[config.mk]
export PLATFORM = sky130hd
export DESIGN_NAME = div_unit
export DESIGN_NICKNAME = d
export VERILOG_FILES = /design/src/rtl/div_unit.sv
export SDC_FILE = /design/constraint.sdc
export NUM_CORES = 1
export LEC_CHECK = 0
export CAP_MARGIN = 30
export CORE_UTILIZATION = 43
export DETAILED_ROUTE_END_ITERATION = 12
export PLACE_DENSITY = 0.63
export SLEW_MARGIN = 0
export SYNTH_ARGS = -nofsm -noshare
export SYNTH_HDL_FRONTEND = slang
export SYNTH_SLANG_ARGS = --single-unit
export TNS_END_PERCENT = 100
[constraint.sdc]
create_clock -name Clk -period 6.8 [get_ports Clk]
set_clock_uncertainty 0.05 [all_clocks]
set_input_delay 1.7 -clock Clk [delete_from_list [all_inputs] [get_ports Clk]]
set_output_delay 1.7 -clock Clk [all_outputs]
set_load 0.03 [all_outputs]
[src/rtl/div_unit.sv]
// Multi-cycle restoring divider for DIV/DIVU.
// Returns {remainder, quotient}; ready holds until start drops.
module div_unit #(
  parameter int DATA_W = 32,
  parameter int CNT_W  = 6
) (
  input  logic                  Clk,
  input  logic                  Rst_n,
  input  logic                  signed_div_i,
  input  logic [DATA_W-1:0]     opdata1_i,
  input  logic [DATA_W-1:0]     opdata2_i,
  input  logic                  start_i,
  input  logic                  annul_i,
  output logic [2*DATA_W-1:0]   result_o,
  output logic                  ready_o
);

  typedef enum logic [1:0] {
    FREE,
    BYZERO,
    ON,
    END
  } state_t;

  localparam logic [CNT_W-1:0] LAST = CNT_W'(DATA_W);

  state_t state, state_nx;

  logic [CNT_W-1:0]    cnt;
  logic [DATA_W-1:0]   rem;
  logic [DATA_W-1:0]   dvd;
  logic [DATA_W-1:0]   dsr;
  logic                neg_q;
  logic                neg_r;

  logic [DATA_W-1:0]   abs1;
  logic [DATA_W-1:0]   abs2;
  logic [DATA_W:0]     shl_rem;
  logic [DATA_W:0]     diff;
  logic                borrow;
  logic [DATA_W-1:0]   rem_nx;
  logic [DATA_W-1:0]   dvd_nx;
  logic [DATA_W-1:0]   quo_fix;
  logic [DATA_W-1:0]   rem_fix;
  logic                unused_ok;

  logic [2*DATA_W-1:0] result_d;
  logic                ready_d;
  logic                go;
  logic                done;

  assign go   = start_i && !annul_i;
  assign done = (cnt == LAST);

  // Magnitudes fed to the unsigned core.
  assign abs1 = (signed_div_i && opdata1_i[DATA_W-1]) ? -opdata1_i : opdata1_i;
  assign abs2 = (signed_div_i && opdata2_i[DATA_W-1]) ? -opdata2_i : opdata2_i;

  // One restoring step: the shifted remainder needs DATA_W+1 bits,
  // and the borrow out of the trial subtract is the inverted quotient bit.
  assign shl_rem          = {rem, dvd[DATA_W-1]};
  assign {borrow, diff}   = {1'b0, shl_rem} - {2'b00, dsr};
  assign rem_nx           = borrow ? shl_rem[DATA_W-1:0] : diff[DATA_W-1:0];
  assign dvd_nx           = {dvd[DATA_W-2:0], ~borrow};
  assign unused_ok        = diff[DATA_W];

  assign quo_fix = neg_q ? -dvd : dvd;
  assign rem_fix = neg_r ? -rem : rem;

  // State register.
  always_ff @(posedge Clk) begin
    if (Rst_n) state <= FREE;
    else       state <= state_nx;
  end

  // Next-state logic.
  always_comb begin
    state_nx = state;
    unique case (state)
      FREE: begin
        if (go) state_nx = (opdata2_i == '0) ? BYZERO : ON;
      end
      BYZERO: state_nx = END;
      ON: begin
        if (annul_i)   state_nx = FREE;
        else if (done) state_nx = END;
      end
      END: begin
        if (!start_i) state_nx = FREE;
      end
      default: state_nx = FREE;
    endcase
  end

  // Next values for the registered outputs.
  always_comb begin
    result_d = result_o;
    ready_d  = ready_o;
    unique case (state)
      FREE: begin
        result_d = '0;
        ready_d  = 1'b0;
      end
      BYZERO: begin
        result_d = '0;
        ready_d  = 1'b1;
      end
      ON: begin
        if (annul_i) begin
          result_d = '0;
          ready_d  = 1'b0;
        end else if (done) begin
          result_d = {rem_fix, quo_fix};
          ready_d  = 1'b1;
        end
      end
      END: begin
        if (!start_i) begin
          result_d = '0;
          ready_d  = 1'b0;
        end
      end
      default: begin
        result_d = '0;
        ready_d  = 1'b0;
      end
    endcase
  end

  // Operand latch, iteration datapath and output registers.
  always_ff @(posedge Clk) begin
    if (Rst_n) begin
      cnt      <= '0;
      rem      <= '0;
      dvd      <= '0;
      dsr      <= '0;
      neg_q    <= 1'b0;
      neg_r    <= 1'b0;
      result_o <= '0;
      ready_o  <= 1'b0;
    end else begin
      result_o <= result_d;
      ready_o  <= ready_d;
      if (state == FREE && go) begin
        cnt   <= '0;
        rem   <= '0;
        dvd   <= abs1;
        dsr   <= abs2;
        neg_q <= signed_div_i &&
                 (opdata1_i[DATA_W-1] ^ opdata2_i[DATA_W-1]);
        neg_r <= signed_div_i && opdata1_i[DATA_W-1];
      end else if (state == ON && !annul_i && !done) begin
        rem <= rem_nx;
        dvd <= dvd_nx;
        cnt <= cnt + 1'b1;
      end
    end
  end

endmodule

---- After elaboration in Yosys (flattened, before gate mapping) ----
Index checks and enable logic that the tools add are counted.
Widths: inputs -> output; s select.
word-level totals
  bits in registers ....................... 171
  bits of input ports ..................... 69
  output and inout port bits .............. 65
  logic and storage cells ................. 61
cells by class
  $add $sub $neg .......................... 6
  eq/ne operators ......................... 7
  mux-type cells .......................... 21
  bitwise gates (word level) .............. 2
  reductions and logical operators ........ 16
operators by type and width
  kind                 number
  $mux 32              7
  $mux 64              3
  $pmux 64 s3          1
  $neg 32->32          4
  $sub 33x32->34       1
  $logic_not 32->1     1
  $mux 2               5
  $pmux 2 s4           1
  $logic_and 1x1->1    7
  $add 6x1->6 const B  1
  $eq 6x6->1 const B   1
  $eq 2x2->1 const B   2
  $ne 2x2->1 const B   2
  $pmux 1 s4           1
  $reduce_or 2->1      2
  $mux 1               3
  $ne 3x3->1 const B   1
  $reduce_and 3->1     1
  $eq 2x1->1 const B   1
  $logic_not 1->1      2
  $logic_not 2->1      1
  $reduce_and 2->1     1
  $reduce_bool 2->1    1
  $not 1->1            1
  $xor 1x1->1          1

---- Logic depth before layout (Yosys ltp) ----
Gate-level depths: netlist of run 1.
  word-level depth ........................ 5
  gate-level depth with buffers ........... 12
  depth with buffers taken out ............ 12

---- Worst setup path before layout of run 1 ----
No wires, ideal clock.
  kind .................................... input-to-reg
  start point ............................. in opdata1_i[8]
  end point ............................... reg dvd[27]
  setup time .............................. 0.134 ns
  data arrival time ....................... 3.505 ns
  data required time ...................... 6.616 ns
  slack ................................... 3.111 ns
  stages on the path ...................... 8
  path buffers ............................ 0
  cell sequence ........................... or4_4 > nor3_2 > or3b_1 > nor2_4 > nand2_1 > o31ai_1 > xor2_1 > o22ai_1
between the ends
  word-level cells in the longest chain between the ends .. 3
RTL lines
  item                  RTL line  text
  from (decl)           10        input logic [DATA_W-1:0] opdata1_i,
  $neg 32->32           56        assign abs1 = (signed_div_i && opdata1_i[DATA_W-1]) ? -opdata1_i : opdata1_i;
  $mux 32               56
  $mux 32               144       if (state == FREE && go) begin
  to (signal assigned)  147       dvd <= abs1;
  to (signal assigned)  154       dvd <= dvd_nx;
  to (decl)             31        logic [DATA_W-1:0] dvd;
Every way passes these cells.
A chain may end at the register's enable or synchronous reset.

---- Final worst setup path of run 1 ----
  start point ............................. in annul_i
  end point ............................... reg result_o[23]
between the ends
  word-level cells in the longest chain between the ends .. 2
  elaborated cells on any way between the ends .. 4
  classes of those cells .................. eq/ne: 1; mux: 2; reduce/logical: 1
RTL lines
  item                                                    RTL line  text
  from (decl)                                             13        input logic annul_i,
  $mux 64 / $ne 3x3->1 (equally long branches)            --
  $pmux 64 s3 / $reduce_and 2->1 (equally long branches)  --
  to (signal assigned)                                    142       result_o <= result_d;
  to (decl)                                               14        output logic [2*DATA_W-1:0] result_o,
Parallel ways exist; a longest one is shown, timed or not.

==> flow_metrics.env, run 1 <==
export IMPL_peakVddDrop_mv=0.1568
export IMPL_cpMaxStageDelayCell="or3_1"
export IMPL_postCtsSetupBuffers=0
export IMPL_avgRoutedWirePerCell_um=17.36
export IMPL_cp_data_arrival_time_ns=4.53
export IMPL_synth_top_area_share=0.3103
export IMPL_nets=1615
export IMPL_cp_cell_sequence="clkdlybuf4s50_1 -> nor2b_1 -> nand2_1 -> nand2_1 -> buf_4 -> or3_1 -> o21ai_0"
export IMPL_synth_fp_nets=1539
export IMPL_power_density_nw_per_um2=347.7
export IMPL_yosysMostFrequentCell="dfxtp_1"
export IMPL_cts_repair_resized=0
export IMPL_drc=0
export IMPL_cts_max_path_buffers=2
export IMPL_final_setup_tns_ns=0
export IMPL_hold_viol_final=0
export IMPL_utilization=0.5248
export IMPL_cts_tree="yes"
export IMPL_dr_first_iter_drc_count=651
export IMPL_ys_top_cells_by_count="171 x dfxtp_1, 168 x nand2_1, 142 x nor2_1"
export IMPL_gp_congestion=0.8976
export IMPL_path_common_cell="nand2_1"
export IMPL_fill_cells=2427
export IMPL_cts_root_buf="clkbuf_16"
export IMPL_drtAntennaViolNets=0
export IMPL_worstSetupPathType="input pin to register"
export IMPL_clk_pin_slew_worst_paths_ns=0.07
export IMPL_hp_class="register to register"
export IMPL_regArea_um2=3423
export IMPL_synth_area_um2=11030
export IMPL_power_leakage_nw=5.002
export IMPL_synth_top_cell_by_area="dfxtp_1"
export IMPL_drive_gt1_frac=0.05409
export IMPL_critical_path_max_stage_delay_ns=0.74
export IMPL_die_h_um=162.2
export IMPL_critPathLaunchType="input pin"
export IMPL_grt_pass1_wl_um=51210
export IMPL_grt_overflow_total=0
export IMPL_vias=10600
export IMPL_end_kind="register"
export IMPL_synth_async_reset_ratio=0
export IMPL_avgSynthCellArea_um2=7.730
export IMPL_grt_antenna_before_repair=0
export IMPL_num_rows=58
export IMPL_grt_max_degree=78
export IMPL_routed_wl_um=32040
export IMPL_die_width_um=162.2
export IMPL_clock_latency_ns=0.45
export IMPL_ys_types=81
export IMPL_area_growth_pct=19.82
export IMPL_cts_sinks=171
export IMPL_rsz0062_at_grt="no"
export IMPL_die_area_um2=26300
export IMPL_drv_slew=0
export IMPL_ys_seq_area_frac=0.3103
export IMPL_io_pins=134
export IMPL_grt_pass1_vias=9623
export IMPL_diodes=0
export IMPL_ctsHoldBuffers=0
export IMPL_place_hpwl_um=23580
export IMPL_cts_buffers=17
export IMPL_grtUsageTotal=0.2448
export IMPL_max_slew_margin_rel=0.3467
export IMPL_period_share=0.6328
export IMPL_max_freq_mhz=232.4
export IMPL_ys_flop_type="dfxtp_1"
export IMPL_synthTopCellsByArea="dfxtp_1 31%, xnor2_1 6.0%, nand2_1 5.7%"
export IMPL_portBuffers=133
export IMPL_core_area_um2=25180
export IMPL_start_util=0.4380
export IMPL_outcome="complete, no violations"
export IMPL_worst_pin_slew_ns=0.9763
export IMPL_post_route_min_period_ns=4.303
export IMPL_synth_edf_count=0
export IMPL_report_final_setup_viol=0
export IMPL_cap_violations=0
export IMPL_critPathMaxFanout=41
export IMPL_drt_pass1_iterations=5
export IMPL_htreeDepth=4
export IMPL_viasPerCell=5.739
export IMPL_syn_instance_count=1427
export IMPL_multi_input_area_um2=7074
export IMPL_yosys_warnings=0
export IMPL_yosys_register_bits=171
export IMPL_required_ns=7.03
==> worst max-delay path: cells and delay by family <==
family,cells,cell delay (ns)
simple gates,4,1.71
buf+inv,2,0.87
compound gates,1,0.23
==> final timing paths <==
check | from | to | slack [ns] | cells after the start
setup / recovery | annul_i | result_o[23]$_SDFFE_PP0P_ | 2.50 | 7
hold / removal | result_o[62]$_SDFFE_PP0P_ | result_o[62]$_SDFFE_PP0P_ | 0.40 | 2
setup reg to reg | rem[0]$_SDFFE_PP0P_ | rem[30]$_SDFFE_PP0P_ | 3.16 | 10
hold reg to reg | result_o[62]$_SDFFE_PP0P_ | result_o[62]$_SDFFE_PP0P_ | 0.40 | 2
==> placed cells by master (no fill, tap or decap), drive strengths merged, types with 9 or more instances in the layout <==
cell type,count
dfxtp,171
nand2,169
nor2,143
clkdlybuf4s50,132
a21oi,121
o21ai,105
xnor2,76
xor2,66
inv,61
ha,42
o31ai,31
nor3,30
a211oi,27
nand3,27
a311oi,25
a22oi,23
or3,20
mux2i,19
clkbuf,18
a21o,14
and3,14
o22ai,14
o41ai,14
buf,14
or4,13
nand4,10
nand2b,10
nor4,10
a31oi,9
clkinv,9
==> cells by family (layout without fill, tap and decap cells) <==
family                     Yosys count  in the layout  synth area share
AOI/OAI and AO/OA                  431            431            0.2515
adders and majority gates           43             43           0.04946
buffers and inverters              146            235           0.05093
xor gates and xnor gates           142            142            0.1134
and+or+nand+nor                    475            475            0.2071
muxes                               19             19           0.01724
DFF                                171            171            0.3103
==> sequential cells by signal, summed over array words and instances, names as in the netlist <==
signal	count
dvd	32
cnt	6
ready_o	1
neg_q	1
dsr	32
neg_r	1
rem	32
state	2
result_o	64
==> power by group <==
part	internal (mW)	leakage, nW	switching, mW	total, mW
logic	0.911	3.31	1.38	2.29
clock network	0.538	0.302	0.479	1.02
registers	1.12	1.39	0.168	1.29
total	2.57	5.00	2.03	4.60
==> layer usage <==
layer | wire length, um | global-route usage | vias to the layer above
li1 | - | - | 5262
met1 | 15650 | 0.3527 | 4997
met2 | 14060 | 0.3699 | 295
met3 | 1616 | 0.04035 | 41
met4 | 714 | 0.07633 | 0
met5 | 0 | 0 | -
==> layout make-up <==
| type | count | area share |
|---|---|---|
| sequential | 171 | 0.2590 |
| timing repair buffer | 146 | 0.1113 |
| tap | 330 | 0.03124 |
| multi-input combinational | 1110 | 0.5353 |
| inverter | 57 | 0.01619 |
| clock buffer | 18 | 0.03323 |
| clock inverter | 14 | 0.01373 |
==> per-stage QoR <==
step / cells / power (mW) / hold WS [ns] / worst slack [ns] / instance area [um^2]
6_report: 1846 / 4.596 / 0.3961 / 2.497 / 13220
3_5_place_dp: 1814 / 3.565 / 0.3903 / 1.965 / 12600
4_1_cts: 1846 / 4.589 / 0.4009 / 2.468 / 13220
5_1_grt: 1846 / 4.917 / 0.4268 / 2.212 / 13220
3_3_place_gp: 1811 / 3.536 / 0.3861 / 2.095 / 12530
2_1_floorplan: 1427 / 3.013 / 0.3819 / 3.111 / 11030
Power figures use the tool's default switching activity.
==> inputs of run 2 (changes only) <==
PLACE_DENSITY = 0.66   (was 0.63)
clock period = 3.78 ns   (was 6.8 ns; I/O delays follow)
==> run 2 against run 1 <==
Compared with the run above: total power grew 80%; sequential share of layout area decreased by 0.21 points; wire length is 1.6% lower; utilization increased by 0.43 points; global-route usage decreased by 0.23 points; sequential power increased by 78%; die area is the same; cell count rose by 1.2%.
==> flow_metrics.env, run 2 (synthesis gave the netlist of run 1 again) <==
export IMPL_die_width_um=162.2
export IMPL_critPathLaunchType="register"
export IMPL_max_freq_mhz=300.3
export IMPL_num_rows=58
export IMPL_cpMaxStageDelayCell="nor3_4"
export IMPL_start_util=0.4380
export IMPL_grt_antenna_before_repair=0
export IMPL_portBuffers=133
export IMPL_route_met2_wl_um=14050
export IMPL_hold_viol_final=0
export IMPL_drive_gt1_frac=0.06632
export IMPL_ctsHoldBuffers=0
export IMPL_grt_pass1_wl_um=51030
export IMPL_report_final_setup_viol=0
export IMPL_outcome="complete, no violations"
export IMPL_drtAntennaViolNets=0
export IMPL_power_leakage_nw=5.095
export IMPL_grtUsageTotal=0.2425
export IMPL_grt_overflow_total=0
export IMPL_fin_area_um2=13320
export IMPL_end_kind="register"
export IMPL_cp_data_arrival_time_ns=3.59
export IMPL_io_pins=134
export IMPL_fill_cells=2411
export IMPL_layout_common_cells="171 x dfxtp_1, 168 x nand2_1, 141 x nor2_1, 132 x clkdlybuf4s50_1, 119 x a21oi_1"
export IMPL_power_density_nw_per_um2=622.0
export IMPL_cpLargestDelayFamily="simple AND/OR/NAND/NOR gates"
export IMPL_place_hpwl_um=23330
export IMPL_hp_class="register to register"
export IMPL_worst_pin_slew_ns=0.9328
export IMPL_critPathMaxFanout=22
export IMPL_m1WireLength_um=15330
export IMPL_cts_buffers=17
export IMPL_nets=1637
export IMPL_routed_wl_um=31520
export IMPL_cp_num_buf_inv=0
export IMPL_cp_cell_sequence="ha_1 -> a21o_1 -> a31o_2 -> o21ai_1 -> a31oi_1 -> nor3_4 -> or2_2 -> o211a_1 -> o21ai_0"
export IMPL_viasPerCell=5.708
export IMPL_cap_violations=0
export IMPL_required_ns=4.04
export IMPL_worstSetupPathType="register to register"
export IMPL_drv_slew=0
export IMPL_final_common_cell="dfxtp_1"
export IMPL_wl_met3_um=1547
export IMPL_drc=0
export IMPL_max_slew_margin_rel=0.3761
export IMPL_die_area_um2=26300
export IMPL_final_setup_tns_ns=0
export IMPL_cts_repair_resized=0
export IMPL_avgRoutedWirePerCell_um=16.88
export IMPL_rsz0062_at_grt="no"
export IMPL_die_h_um=162.2
export IMPL_htreeDepth=4
export IMPL_postCtsSetupBuffers=0
export IMPL_clock_latency_ns=0.44
export IMPL_drt_pass1_iterations=5
export IMPL_dr_first_iter_drc_count=741
export IMPL_diodes=0
export IMPL_largest_reg_flops=64
export IMPL_cts_root_buf="clkbuf_16"
export IMPL_dpl_instance_area_um2=12730
export IMPL_post_route_min_period_ns=3.330
export IMPL_cts_max_path_buffers=2
export IMPL_critical_path_max_stage_delay_ns=0.80
export IMPL_peakVddDrop_mv=0.3612
export IMPL_area_growth_pct=20.79
export IMPL_clk_pin_slew_worst_paths_ns=0.07
export IMPL_gp_congestion=0.9266
export IMPL_top_layer="met4"
export IMPL_grt_pass1_vias=9696
export IMPL_grt_max_degree=64
export IMPL_core_area_um2=25180
export IMPL_cts_sinks=171
export IMPL_vias=10660
export IMPL_cts_tree="yes"
export IMPL_period_share=0.8810
export IMPL_top_register="result_o"
-- run 2: cell count changes in the layout (fill, tap and decap cells not counted), sizes merged --
| cell | previous run | this run |
|---|---|---|
| buf | 14 | 36 |
| bufinv | 1 | 2 |
| clkbuf | 18 | 19 |
| clkinv | 9 | 5 |
| inv | 61 | 63 |
-- run 2: worst register-to-register path: cells and delay by family (launching register included) --
kind / cells / cell delay [ns]
compound gates: 6 / 1.17
fa+ha+maj: 1 / 0.35
flops: 1 / 0.45
simple gates: 2 / 1.21
-- run 2: worst paths after layout --
path | start | to | slack [ns] | cells past startpoint
worst min-delay path | result_o[24]$_SDFFE_PP0P_ | result_o[24]$_SDFFE_PP0P_ | 0.40 | 2
worst min register to register | result_o[24]$_SDFFE_PP0P_ | result_o[24]$_SDFFE_PP0P_ | 0.40 | 2
worst max-delay path | rem[3]$_SDFFE_PP0P_ | rem[30]$_SDFFE_PP0P_ | 0.45 | 9
worst max register to register | rem[3]$_SDFFE_PP0P_ | rem[30]$_SDFFE_PP0P_ | 0.45 | 9
-- run 2: layer usage --
layer	GRT usage	up-vias
li1	-	5294
met1	0.3477	5034
met2	0.3769	300
met3	0.03218	35
met4	0.07033	0
met5	0	-
-- run 2: layout make-up --
class / instances / area, um^2 / area share
multi-input combinational: 1110 / 7074 / 0.5309
sequential: 171 / 3423 / 0.2569
timing repair buffer: 168 / 1609 / 0.1208
clock buffer: 19 / 432.9 / 0.03249
tap: 330 / 412.9 / 0.03099
inverter: 57 / 214.0 / 0.01606
clock inverter: 13 / 157.7 / 0.01183
-- run 2: metrics by stage --
stage | setup WS, ns | std cells | util | hold slack, ns | power [mW]
finish | 0.4498 | 1868 | 0.5291 | 0.4009 | 8.288
global placement | 0.2200 | 1835 | 0.5051 | 0.3894 | 6.430
floorplan | 0.8460 | 1427 | - | 0.3819 | 5.420
global route | 0.2418 | 1868 | 0.5291 | 0.4285 | 8.875
CTS | 0.4716 | 1868 | 0.5291 | 0.4040 | 8.266
detailed placement | 0.1710 | 1836 | 0.5057 | 0.3928 | 6.464
-- run 2: where the power goes --
part | total, mW | switching (mW) | internal [mW]
registers | 2.29 | 0.275 | 2.02
clock network | 1.79 | 0.799 | 0.995
logic | 4.20 | 2.50 | 1.70
==> inputs of run 3 (changes only) <==
CORE_MARGIN = 3   (was not set)
==> run 3 against run 2 <==
Compared with the run above: non-clock buffer count rose by 5; sequential power about the same; total power about the same; sequential cell count stayed put; utilization increased by 1.0 points; global-route usage decreased by 1.7 points; critical endpoint unchanged.
==> flow_metrics.env, run 3 (synthesis gave the netlist of run 1 again) <==
export IMPL_die_area_um2=27610
export IMPL_worst_pin_slew_ns=0.8886
export IMPL_layout_common_cells="171 x dfxtp_1, 168 x nand2_1, 141 x nor2_1, 132 x clkdlybuf4s50_1, 119 x a21oi_1"
export IMPL_clk_pin_slew_worst_paths_ns=0.07
export IMPL_final_common_cell="dfxtp_1"
export IMPL_critPathLaunchType="register"
export IMPL_grt_overflow_total=0
export IMPL_cts_buffers=17
export IMPL_end_kind="register"
export IMPL_cpMaxStageDelayCell="a221oi_2"
export IMPL_utilization=0.5393
export IMPL_drive_gt1_frac=0.07064
export IMPL_cts_sinks=171
export IMPL_grt_pass1_vias=10060
export IMPL_required_ns=4.04
export IMPL_cpLargestDelayFamily="compound AO/OA/AOI/OAI gates"
export IMPL_start_util=0.4457
export IMPL_route_met2_wl_um=14610
export IMPL_path_common_cell="inv_1"
export IMPL_max_freq_mhz=303.3
export IMPL_peakVddDrop_mv=0.3288
export IMPL_wl_met3_um=1488
export IMPL_grt_pass1_wl_um=52180
export IMPL_cap_violations=0
export IMPL_cp_num_buf_inv=2
export IMPL_multi_input_area_um2=7074
export IMPL_report_final_setup_viol=0
export IMPL_rsz0062_at_grt="no"
export IMPL_cts_root_buf="clkbuf_16"
export IMPL_cp_data_arrival_time_ns=3.56
export IMPL_top_register="result_o"
export IMPL_avgRoutedWirePerCell_um=17.30
export IMPL_m1WireLength_um=15550
export IMPL_cts_repair_resized=0
export IMPL_grt_max_degree=61
export IMPL_max_slew_margin_rel=0.4076
export IMPL_drt_pass1_iterations=5
export IMPL_num_rows=57
export IMPL_gp_congestion=0.9115
export IMPL_portBuffers=133
export IMPL_fill_cells=2366
export IMPL_grt_antenna_before_repair=1
export IMPL_hold_viol_final=0
export IMPL_critPathLaunch="dvd[31]$_SDFFE_PP0P_"
export IMPL_largest_reg_flops=64
export IMPL_cts_tree="yes"
export IMPL_ctsHoldBuffers=0
export IMPL_critical_path_max_stage_delay_ns=0.40
export IMPL_power_leakage_nw=5.113
export IMPL_drc=0
export IMPL_cp_cell_sequence="inv_1 -> ha_1 -> inv_1 -> fa_1 -> a21o_1 -> a221oi_2 -> a211oi_1 -> nor3_2 -> a21oi_2 -> a221o_1 -> mux2i_1 -> o21ai_0"
export IMPL_place_hpwl_um=24130
export IMPL_grtUsageTotal=0.2253
export IMPL_postCtsSetupBuffers=0
export IMPL_critPathMaxFanout=4
export IMPL_die_h_um=166.2
export IMPL_clock_latency_ns=0.44
export IMPL_post_route_min_period_ns=3.297
export IMPL_routed_wl_um=32320
export IMPL_outcome="complete, no violations"
export IMPL_regArea_um2=3423
export IMPL_die_width_um=166.2
export IMPL_hp_class="register to register"
export IMPL_area_growth_pct=21.00
export IMPL_final_setup_tns_ns=0
export IMPL_power_density_nw_per_um2=621.2
export IMPL_io_pins=134
export IMPL_vias=10740
export IMPL_htreeDepth=4
export IMPL_drtAntennaViolNets=0
export IMPL_drv_slew=0
export IMPL_period_share=0.8723
export IMPL_r2r_start="dvd[31]$_SDFFE_PP0P_"
export IMPL_viasPerCell=5.748
export IMPL_worstHoldStart="result_o[62]$_SDFFE_PP0P_"
export IMPL_top_layer="met4"
export IMPL_dr_first_iter_drc_count=751
export IMPL_nets=1642
export IMPL_core_area_um2=24750
export IMPL_worstSetupPathType="register to register"
export IMPL_cts_max_path_buffers=2
==> run 3: cell count changes in the layout (fill, tap and decap cells not counted) <==
cell	change
clkinv_2	-1
clkbuf_1	-2
diode_2	+1
bufinv_16	-2
clkinv_8	+2
clkinvlp_4	+1
inv_8	+3
buf_4	+6
clkinv_4	-3
buf_12	-1
clkbuf_8	+2
==> run 3: cell type report <==
| type | count | share of cell area |
|---|---|---|
| diodes | 1 | 0.0001875 |
| clock buffers | 19 | 0.03394 |
| clock inverters | 13 | 0.01050 |
| inverters | 57 | 0.01603 |
| multi-input cells | 1110 | 0.5300 |
| flip-flops and latches | 171 | 0.2565 |
| well taps | 324 | 0.03037 |
| repair buffers | 173 | 0.1224 |
==> run 3: layer usage <==
metal  track usage  vias up
met3       0.03475       40
li1              -     5328
met4       0.06221        0
met5             0        -
met2        0.3617      280
met1        0.3158     5089
==> run 3: report_power, final <==
part,total [mW],internal (mW),switching [mW]
Sequential,2.29,2.02,0.272
Combinational,4.23,1.71,2.52
Clock,1.78,0.921,0.858
==> run 3: path summary, 6_finish.rpt <==
kind / to / slack, ns / depth (start not counted)
worst max-delay path: rem[30]$_SDFFE_PP0P_ / 0.48 / 12
worst min-delay path: result_o[62]$_SDFFE_PP0P_ / 0.40 / 2
worst max register to register: rem[30]$_SDFFE_PP0P_ / 0.48 / 12
worst min register to register: result_o[62]$_SDFFE_PP0P_ / 0.40 / 2
==> run 3: stage by stage <==
step / hold slack [ns] / setup slack (ns) / instances / area (um^2) / total power, mW
2_1_floorplan: 0.3819 / 0.8460 / 1427 / 11030 / 5.420
6_report: 0.3990 / 0.4827 / 1868 / 13350 / 8.291
5_1_grt: 0.4270 / 0.3496 / 1868 / 13350 / 8.881
3_5_place_dp: 0.3933 / 0.1052 / 1835 / 12750 / 6.477
3_3_place_gp: 0.3874 / 0.2094 / 1834 / 12740 / 6.426
4_1_cts: 0.4035 / 0.5240 / 1867 / 13340 / 8.257
==> run 3: worst register-to-register path, delay by kind of cell, from the launching register on <==
family | cells | cell delay, ns
multiplexers | 1 | 0.15
buffers and inverters | 2 | 0.25
AO/OA/AOI/OAI | 6 | 1.40
adder cells (fa/ha/maj) | 2 | 0.60
flip-flops | 1 | 0.34
AND/OR/NAND/NOR | 1 | 0.39
